File: config.mk
export PLATFORM = sky130hd
export DESIGN_NAME = sync_cntr_seq_ctrl
export DESIGN_NICKNAME = d
export VERILOG_FILES = /design/src/rtl/sync_cntr_seq_pkg.sv /design/src/rtl/sync_cntr_seq_ctrl.sv
export SDC_FILE = /design/constraint.sdc
export NUM_CORES = 1
export LEC_CHECK = 0
export CAP_MARGIN = 20
export CORE_ASPECT_RATIO = 1.5
export CORE_UTILIZATION = 30
export DETAILED_ROUTE_END_ITERATION = 16
export SLEW_MARGIN = 25
export SYNTH_ARGS = -nofsm -noshare
export SYNTH_HDL_FRONTEND = slang
export SYNTH_SLANG_ARGS = --single-unit
File: constraint.sdc
create_clock -name clk -period 1.96 [get_ports clk]
set_clock_uncertainty 0.1 [all_clocks]
set_input_delay 0.588 -clock clk [delete_from_list [all_inputs] [get_ports clk]]
set_output_delay 0.588 -clock clk [all_outputs]
set_load 0.01 [all_outputs]
File: src/rtl/sync_cntr_seq_pkg.sv
// Shared definitions for the counter sequencer: FSM state encoding and default widths.
package sync_cntr_seq_pkg;

  typedef enum logic [1:0] {
    IDLE = 2'd0,
    LOAD = 2'd1,
    RUN  = 2'd2,
    DONE = 2'd3
  } state_t;

  localparam int DEF_CNT_W = 4;
  localparam int DEF_REP_W = 4;

endpackage

File: src/rtl/sync_cntr_seq_ctrl.sv
// Sequencer for an external loadable up-counter: runs reps periods from preset to terminal count.
// Optional sticky done interrupt (irq/irq_clr) enabled by defining SYNC_CNTR_SEQ_IRQ_EN.
module sync_cntr_seq_ctrl
  import sync_cntr_seq_pkg::*;
#(
  parameter int CNT_W = DEF_CNT_W,
  parameter int REP_W = DEF_REP_W
) (
  input  logic             clk,
  input  logic             rstn,
  input  logic             start,
  input  logic [CNT_W-1:0] preset,
  input  logic [REP_W-1:0] reps,
  input  logic             pause,
  input  logic             abort,
  output logic             busy,
  output logic             done,
  output logic [REP_W-1:0] wrap_cnt,
  output logic             cntr_load,
  output logic             cntr_en,
  input  logic             cntr_carry,
`ifdef SYNC_CNTR_SEQ_IRQ_EN
  input  logic             irq_clr,
  output logic             irq,
`endif
  output logic [CNT_W-1:0] cntr_data
);

  state_t           state, state_nxt;
  logic [CNT_W-1:0] preset_q;
  logic [REP_W-1:0] reps_q;
  logic [REP_W-1:0] wrap_q;
  logic [REP_W-1:0] wrap_inc;
  logic             accept;
  logic             period_end;

  assign accept     = (state == IDLE) && start;
  // A carry only ends a period when the cycle is neither aborted nor paused.
  assign period_end = (state == RUN) && !abort && !pause && cntr_carry;
  assign wrap_inc   = wrap_q + REP_W'(1);

  always_ff @(posedge clk or negedge rstn) begin
    if (!rstn) begin
      state    <= IDLE;
      preset_q <= '0;
      reps_q   <= '0;
      wrap_q   <= '0;
    end else begin
      state <= state_nxt;
      if (accept) begin
        preset_q <= preset;
        reps_q   <= reps;
        wrap_q   <= '0;
      end else if (period_end) begin
        wrap_q <= wrap_inc;
      end
    end
  end

  always_comb begin
    state_nxt = state;
    busy      = 1'b0;
    done      = 1'b0;
    cntr_load = 1'b0;
    cntr_en   = 1'b0;
    case (state)
      IDLE: begin
        if (start) state_nxt = (reps == '0) ? DONE : LOAD;
      end
      LOAD: begin
        busy = 1'b1;
        if (abort) begin
          state_nxt = IDLE;
        end else begin
          cntr_load = 1'b1;
          state_nxt = RUN;
        end
      end
      RUN: begin
        busy = 1'b1;
        if (abort) begin
          state_nxt = IDLE;
        end else if (pause) begin
          state_nxt = RUN;
        end else if (cntr_carry) begin
          // Last period leaves the counter parked at all-ones; otherwise reload preset.
          if (wrap_inc == reps_q) state_nxt = DONE;
          else                    cntr_load = 1'b1;
        end else begin
          cntr_en = 1'b1;
        end
      end
      DONE: begin
        done      = 1'b1;
        state_nxt = IDLE;
      end
      default: state_nxt = IDLE;
    endcase
  end

  assign wrap_cnt  = wrap_q;
  assign cntr_data = preset_q;

`ifdef SYNC_CNTR_SEQ_IRQ_EN
  logic irq_q;

  // Set dominates clear, so a done coinciding with irq_clr keeps the flag.
  always_ff @(posedge clk or negedge rstn) begin
    if (!rstn) irq_q <= 1'b0;
    else       irq_q <= (irq_q & ~irq_clr) | done;
  end

  assign irq = irq_q | done;
`endif

endmodule

==> results.ini, run 1 <==
[floorplanning]
chipWidth_um = 43.9
total_die_area_mm2 = 0.00285
fp.coreArea_mm2 = 0.00248
io_pins = 26
initial_utilization = 0.319
height_of_the_die_um = 64.8
rows = 22

[placement]
dpl_cell_area_mm2 = 0.00122
gp_congestion = 0.750
port_buffers = 25
dp_worst_setup_slack_ns = -0.816
placed_cells_incl_taps = 133
place.detailed.hpwl_um = 1380

[synthesis]
synth_warnings = 0
predominant_post_synthesis_flop_cell = dfrtp_1
syn-instance-count = 65
synth_seq_cells = 14
asyncSetResetFlopFracSynth = 1.00
yosysUniqueCellTypes = 24
synth-seq-area-share = 0.444
yosysTopAreaCellShare = 0.444
postSynthNetCount = 85
synth_enable_flop_cells = 0
synth_top_area_cell = dfrtp_1
synth_area_per_cell_um2 = 12.1
post_synth_main_area_contributors = dfrtp_1 (44%), mux2_2 (11%), ha_1 (9.5%)
synth.cell_area_um2 = 790

[grt]
grt_first_pass_wirelength_um = 3260
globalRouteTotalUtil = 0.153
grt_pass1_vias = 741
globalRouteOverflowTotal = 0
antenna_found_initial = 0
grt_start_max_net_pins = 15

[power_and_ir_drop]
vdd_drop_max_uv = 676
cellPowerDensity_mw_per_mm2 = 1170
comb_power_share = 0.582
netSwitchingFraction = 0.334
intPower_mw = 1.02
static_leakage_nw = 0.616
pwr-share-seq = 0.308
total_switching_power_mw = 0.510
fin_total_pwr_mw = 1.53
p_clk_frac = 0.110

[critical_path]
worst_ep_arrival_time_ns = 1.53
critical_path_required_ns = 1.27
critPathSlowestCell = dfrtp_2
critPathMaxFanout = 2
critical_path.endpoint_type = output port
largest_stage_delay_worst_path_ns = 0.43
startpoint_type = register
critPathKind = reg -> out
critical_path.cell_chain = ha_4, xnor2_2, nand3_2, o21ai_2, a21boi_2, buf_2

[sta]
setup_tns_ns = -0.459
max_slew_violation_count = 0
final.period_utilization = 1.13
finalHoldWorstSlack_ns = 0.416
maxClockFrequency_mhz = 451
timing_hold_violations_final = 0
setup_viol_count_final = 2
final.min_clock_period_ns = 2.22
setup_repair_after_global_routing_missed_its_margin = true
layout_setup_ws_ns = -0.258
tightestPinTransition_ns = 0.345
worst_rel_slew_slack = 0.769

[detailed_routing]
drcViolationCount = 0
route.detailed.wl_per_inst_um = 12.8
firstDrtPassIters = 6
wl_um = 1800
drtIter0Drc = 7
post_drt_via_cell_ratio = 4.94
vias = 691
antenna_left = 0

[clock_network]
ctsLongestPathBuffers = 2
cts_tree = yes
tritoncts.num_buffers = 3
tritoncts_num_sinks = 14
clk_pin_slew_ns = 0.08
cts_max_level = 1
postCtsHoldBufs = 0
clk-insertion-delay-late_ns = 0.28
cts_root_buffer = clkbuf_4

[finish]
post-route-util = 0.529
antenna_diodes = 0
layout.cells.most_common_list = buf_4 (20), clkdlybuf4s50_1 (14), dfrtp_1 (13)
total_of_fill_cells_in_the_finished_design = 241
final_cell_count_no_fill = 140
final_layout_size_suffix_gt1_frac = 0.440
synthToLayoutAreaGrowth_pct = 65.9
layout_commonest_cell = buf_4
post_layout_net_count = 137
final_design_area_no_fill_mm2 = 0.00131

[status]
violations_in_the_final_reports = setup timing
result_of_the_run = finished, violations left

[worst_hold_path]
class_of_the_worst_hold_path = reg -> reg

[flow_run]
max-cap-violations = 0

-- final timing paths --
kind	from	end	slack, ns	cells after the start
worst min register to register	cntr_data[0]	cntr_data[0]	0.42	1
max in group asynchronous	rstn	wrap_cnt[0]	1.08	2
worst max-delay path	wrap_cnt[0]	cntr_load	-0.26	6
min in group asynchronous	rstn	reps_q[3]	0.51	2
worst max register to register	state[0]	state[0]	0.15	8
worst min-delay path	cntr_data[0]	cntr_data[0]	0.42	1
-- worst max-delay path, delay by kind of cell, from the launching register on --
kind,cells,cell delay [ns]
flip-flops,1,0.43
adder cells (fa/ha/maj),1,0.28
buffers and inverters,1,0.13
AND/OR/NAND/NOR,1,0.10
AO/OA/AOI/OAI,2,0.19
XOR/XNOR,1,0.11
-- cell type report --
class,instances,area (µm²),area share
clock buffer,4,26.3,0.0201
inverter,2,7.51,0.00573
multi-input combinational,49,494,0.377
sequential,14,352,0.268
tap,24,30.0,0.0229
timing repair buffer,47,400,0.306
-- flip-flops by register name, indices dropped and copies added, names as in the netlist --
register / count
reps_q: 4
wrap_cnt: 4
state: 2
cntr_data: 4
-- per-layer routing --
metal	wire length, µm	track usage	vias to the layer above
li1	-	-	330
met1	709	0.176	331
met2	953	0.267	27
met3	110	0.0390	3
met4	23	0.0568	0
met5	0	0	-
-- power by group through the flow --
stage	clock (mW)	combinational [mW]	sequential, mW
2_1_floorplan	0	0.395	0.483
3_3_place_gp	0	0.785	0.463
3_5_place_dp	0	0.798	0.465
4_1_cts	0.176	0.866	0.469
5_1_grt	0.195	0.978	0.485
6_report	0.168	0.888	0.470
-- timing repair --
action	CTS	global route
resized for setup	29	5
buffers inserted	2	1
pin swaps	7	2
setup endpoints to repair	8	4
-- logic make-up (layout without fill, tap and decap cells) --
kind of cell,count (synthesis),count (layout),share of synthesized area
flip-flops,14,14,0.444
adder cells (fa/ha/maj),6,6,0.0951
multiplexers,10,10,0.139
XOR/XNOR,8,8,0.106
buffers and inverters,2,53,0.00951
AO/OA/AOI/OAI,9,9,0.0840
AND/OR/NAND/NOR,16,16,0.122
-- synthesized netlist by cell type, drive strengths merged (2+ instances only) --
cell type / n
dfrtp: 14
a21oi: 5
xnor2: 3
nand2: 4
nand2b: 2
mux2i: 2
nand3: 2
mux2: 8
inv: 2
nor2: 2
ha: 6
xor2: 4
(Power assumes the default switching activity.)
==> run 2: changes to the inputs <==
- CAP_MARGIN: 20 -> not set
==> results of run 2 <==
Same layout as run 1: the final DEF is identical, and so are final timing and power.
==> run 3: changes to the inputs <==
- CTS_BUF_LIST: not set -> sky130_fd_sc_hd__clkbuf_4 sky130_fd_sc_hd__clkbuf_8 sky130_fd_sc_hd__clkbuf_16
==> run 3 against run 2 <==
  * The run still ends with setup timing left
  * Via count did not move
  * Utilization rose by 0.15 points
  * Register-to-register slack barely moved
  * Power rose by 0.91%
  * Worst hold slack barely moved
  * Design area rose by 0.29%
  * Clock power rose by 8%
  * Sequential power barely moved
  * Critical path depth did not move
  * Worst setup slack barely moved
  * Combinational power barely moved
  * Maximum frequency barely moved
  * Largest power group unchanged
  * Highest routed layer unchanged
==> results.ini, run 3 (synthesis gave the netlist of run 1 again) <==
[grt]
grt_first_pass_wirelength_um = 3260  ; unchanged
grt_start_max_net_pins = 15  ; unchanged
globalRouteTotalUtil = 0.153  ; unchanged
globalRouteOverflowTotal = 0  ; unchanged
antenna_found_initial = 0  ; unchanged
grt_pass1_vias = 740  ; -0.13%

[power_and_ir_drop]
cellPowerDensity_mw_per_mm2 = 1170  ; +0.63%
comb_power_share = 0.577  ; -0.005
vdd_drop_max_uv = 676  ; about the same
fin_total_pwr_mw = 1.54  ; +0.91%
netSwitchingFraction = 0.331  ; -0.00295
total_switching_power_mw = 0.510  ; about the same
static_leakage_nw = 0.619  ; +0.56%
intPower_mw = 1.03  ; +1.4%
pwr-share-seq = 0.305  ; -0.003
p_clk_frac = 0.118  ; +0.008

[detailed_routing]
drtIter0Drc = 7  ; unchanged
vias = 691  ; unchanged
drcViolationCount = 0  ; unchanged
firstDrtPassIters = 6  ; unchanged
route.detailed.wl_per_inst_um = 12.8  ; about the same
antenna_left = 0  ; unchanged
wl_um = 1800  ; about the same
post_drt_via_cell_ratio = 4.94  ; unchanged

[clock_network]
clk-insertion-delay-late_ns = 0.28  ; about the same
cts_tree = yes
cts_root_buffer = clkbuf_4
cts_max_level = 1  ; unchanged
clk_pin_slew_ns = 0.08  ; about the same
ctsLongestPathBuffers = 2  ; unchanged
tritoncts.num_buffers = 3  ; unchanged
postCtsHoldBufs = 0  ; unchanged
tritoncts_num_sinks = 14  ; unchanged

[critical_path]
timing.reg2reg.setup_slack_ns = 0.15  ; about the same
reg2reg_depth = 8  ; unchanged
worst_ep_arrival_time_ns = 1.53  ; about the same
critical_path_required_ns = 1.27  ; about the same
critPathMaxFanout = 2  ; unchanged
critical_path.endpoint_type = output port
critPathKind = reg -> out
startpoint_type = register

[finish]
final_cell_count_no_fill = 140  ; unchanged
multi_input_comb_area_um2 = 494  ; unchanged
layout.cells.most_common_list = buf_4 (20), clkdlybuf4s50_1 (14), dfrtp_1 (13)
final_design_area_no_fill_mm2 = 0.00131  ; +0.29%
synthToLayoutAreaGrowth_pct = 66.4
total_of_fill_cells_in_the_finished_design = 239  ; -0.83%
post_layout_net_count = 137  ; unchanged
final_layout_size_suffix_gt1_frac = 0.448  ; +0.00862
layout_commonest_cell = buf_4
antenna_diodes = 0  ; unchanged
seqCellArea_um2 = 352  ; unchanged

[floorplanning]
fp.coreArea_mm2 = 0.00248  ; unchanged
height_of_the_die_um = 64.8  ; unchanged
initial_utilization = 0.319  ; unchanged
io_pins = 26  ; unchanged
rows = 22  ; unchanged
chipWidth_um = 43.9  ; unchanged
total_die_area_mm2 = 0.00285  ; unchanged

[sta]
timing_hold_violations_final = 0  ; unchanged
worst_rel_slew_slack = 0.769  ; about the same
layout_setup_ws_ns = -0.258  ; -0.0000970 ns
max_slew_violation_count = 0  ; unchanged
final.period_utilization = 1.13  ; about the same
setup_repair_after_global_routing_missed_its_margin = true
tightestPinTransition_ns = 0.346  ; +0.000965 ns
setup_viol_count_final = 2  ; unchanged
maxClockFrequency_mhz = 451  ; about the same
final.min_clock_period_ns = 2.22  ; +0.0000970 ns
setup_tns_ns = -0.459  ; -0.0000980 ns
finalHoldWorstSlack_ns = 0.416  ; +0.0000220 ns

[placement]
placed_cells_incl_taps = 133  ; unchanged
port_buffers = 25  ; unchanged
dpl_cell_area_mm2 = 0.00122  ; unchanged
place.detailed.hpwl_um = 1380  ; unchanged
gp_congestion = 0.750  ; unchanged

[status]
result_of_the_run = finished, violations left
violations_in_the_final_reports = setup timing

[worst_hold_path]
holdPathStages = 1  ; unchanged
class_of_the_worst_hold_path = reg -> reg

[flow_run]
max-cap-violations = 0  ; unchanged

run 3: cell counts in the layout (fill, tap and decap cells not counted):
No cell type changed its count.
run 3: what timing repair did:
item | CTS | global route
setup endpoints to repair | 8 | 4
gates resized for setup | 29 | 5
cloned | 0 | 0
buffers inserted | 2 | 1
pin swaps | 7 | 2
run 3: path summary, 6_finish.rpt:
path,endpoint,startpoint
min in group asynchronous,reps_q[3],rstn
setup / recovery,cntr_load,wrap_cnt[0]
setup reg to reg,state[0],state[0]
hold / removal,cntr_data[0],cntr_data[0]
hold reg to reg,cntr_data[0],cntr_data[0]
max in group asynchronous,wrap_cnt[0],rstn
run 3: metrics by stage:
stage	util	worst slack [ns]
global route	0.530	-0.336
floorplan	-	0.00394
CTS	0.521	-0.279
detailed placement	0.494	-0.816
finish	0.530	-0.258
global placement	0.494	-0.775
run 3: power by group through the flow:
stage	registers, mW	logic, mW	clock network [mW]
after floorplan	0.483	0.395	0
after global placement	0.463	0.785	0
after detailed placement	0.465	0.798	0
after CTS	0.469	0.866	0.190
after global routing	0.485	0.978	0.209
final	0.470	0.888	0.182
run 3: worst max-delay path, stage by stage, from the launching register on:
cell and delay, ns:
dfrtp_2 0.43, ha_4 0.28, xnor2_2 0.11, nand3_2 0.10
o21ai_2 0.13, a21boi_2 0.06, buf_2 0.13
run 3: area by class of cell:
class                      instances  share of cell area
clock buffer                       4              0.0229
timing repair buffer              47               0.305
inverter                           2             0.00571
multi-input combinational         49               0.376
tap                               24              0.0229
sequential                        14               0.268
run 3: layer usage:
layer | GRT usage | share of wire | vias to the layer above
met5 | 0 | 0 | -
met4 | 0.0568 | 0.013 | 0
met3 | 0.0390 | 0.061 | 3
met2 | 0.267 | 0.53 | 27
met1 | 0.176 | 0.39 | 331
li1 | - | - | 330
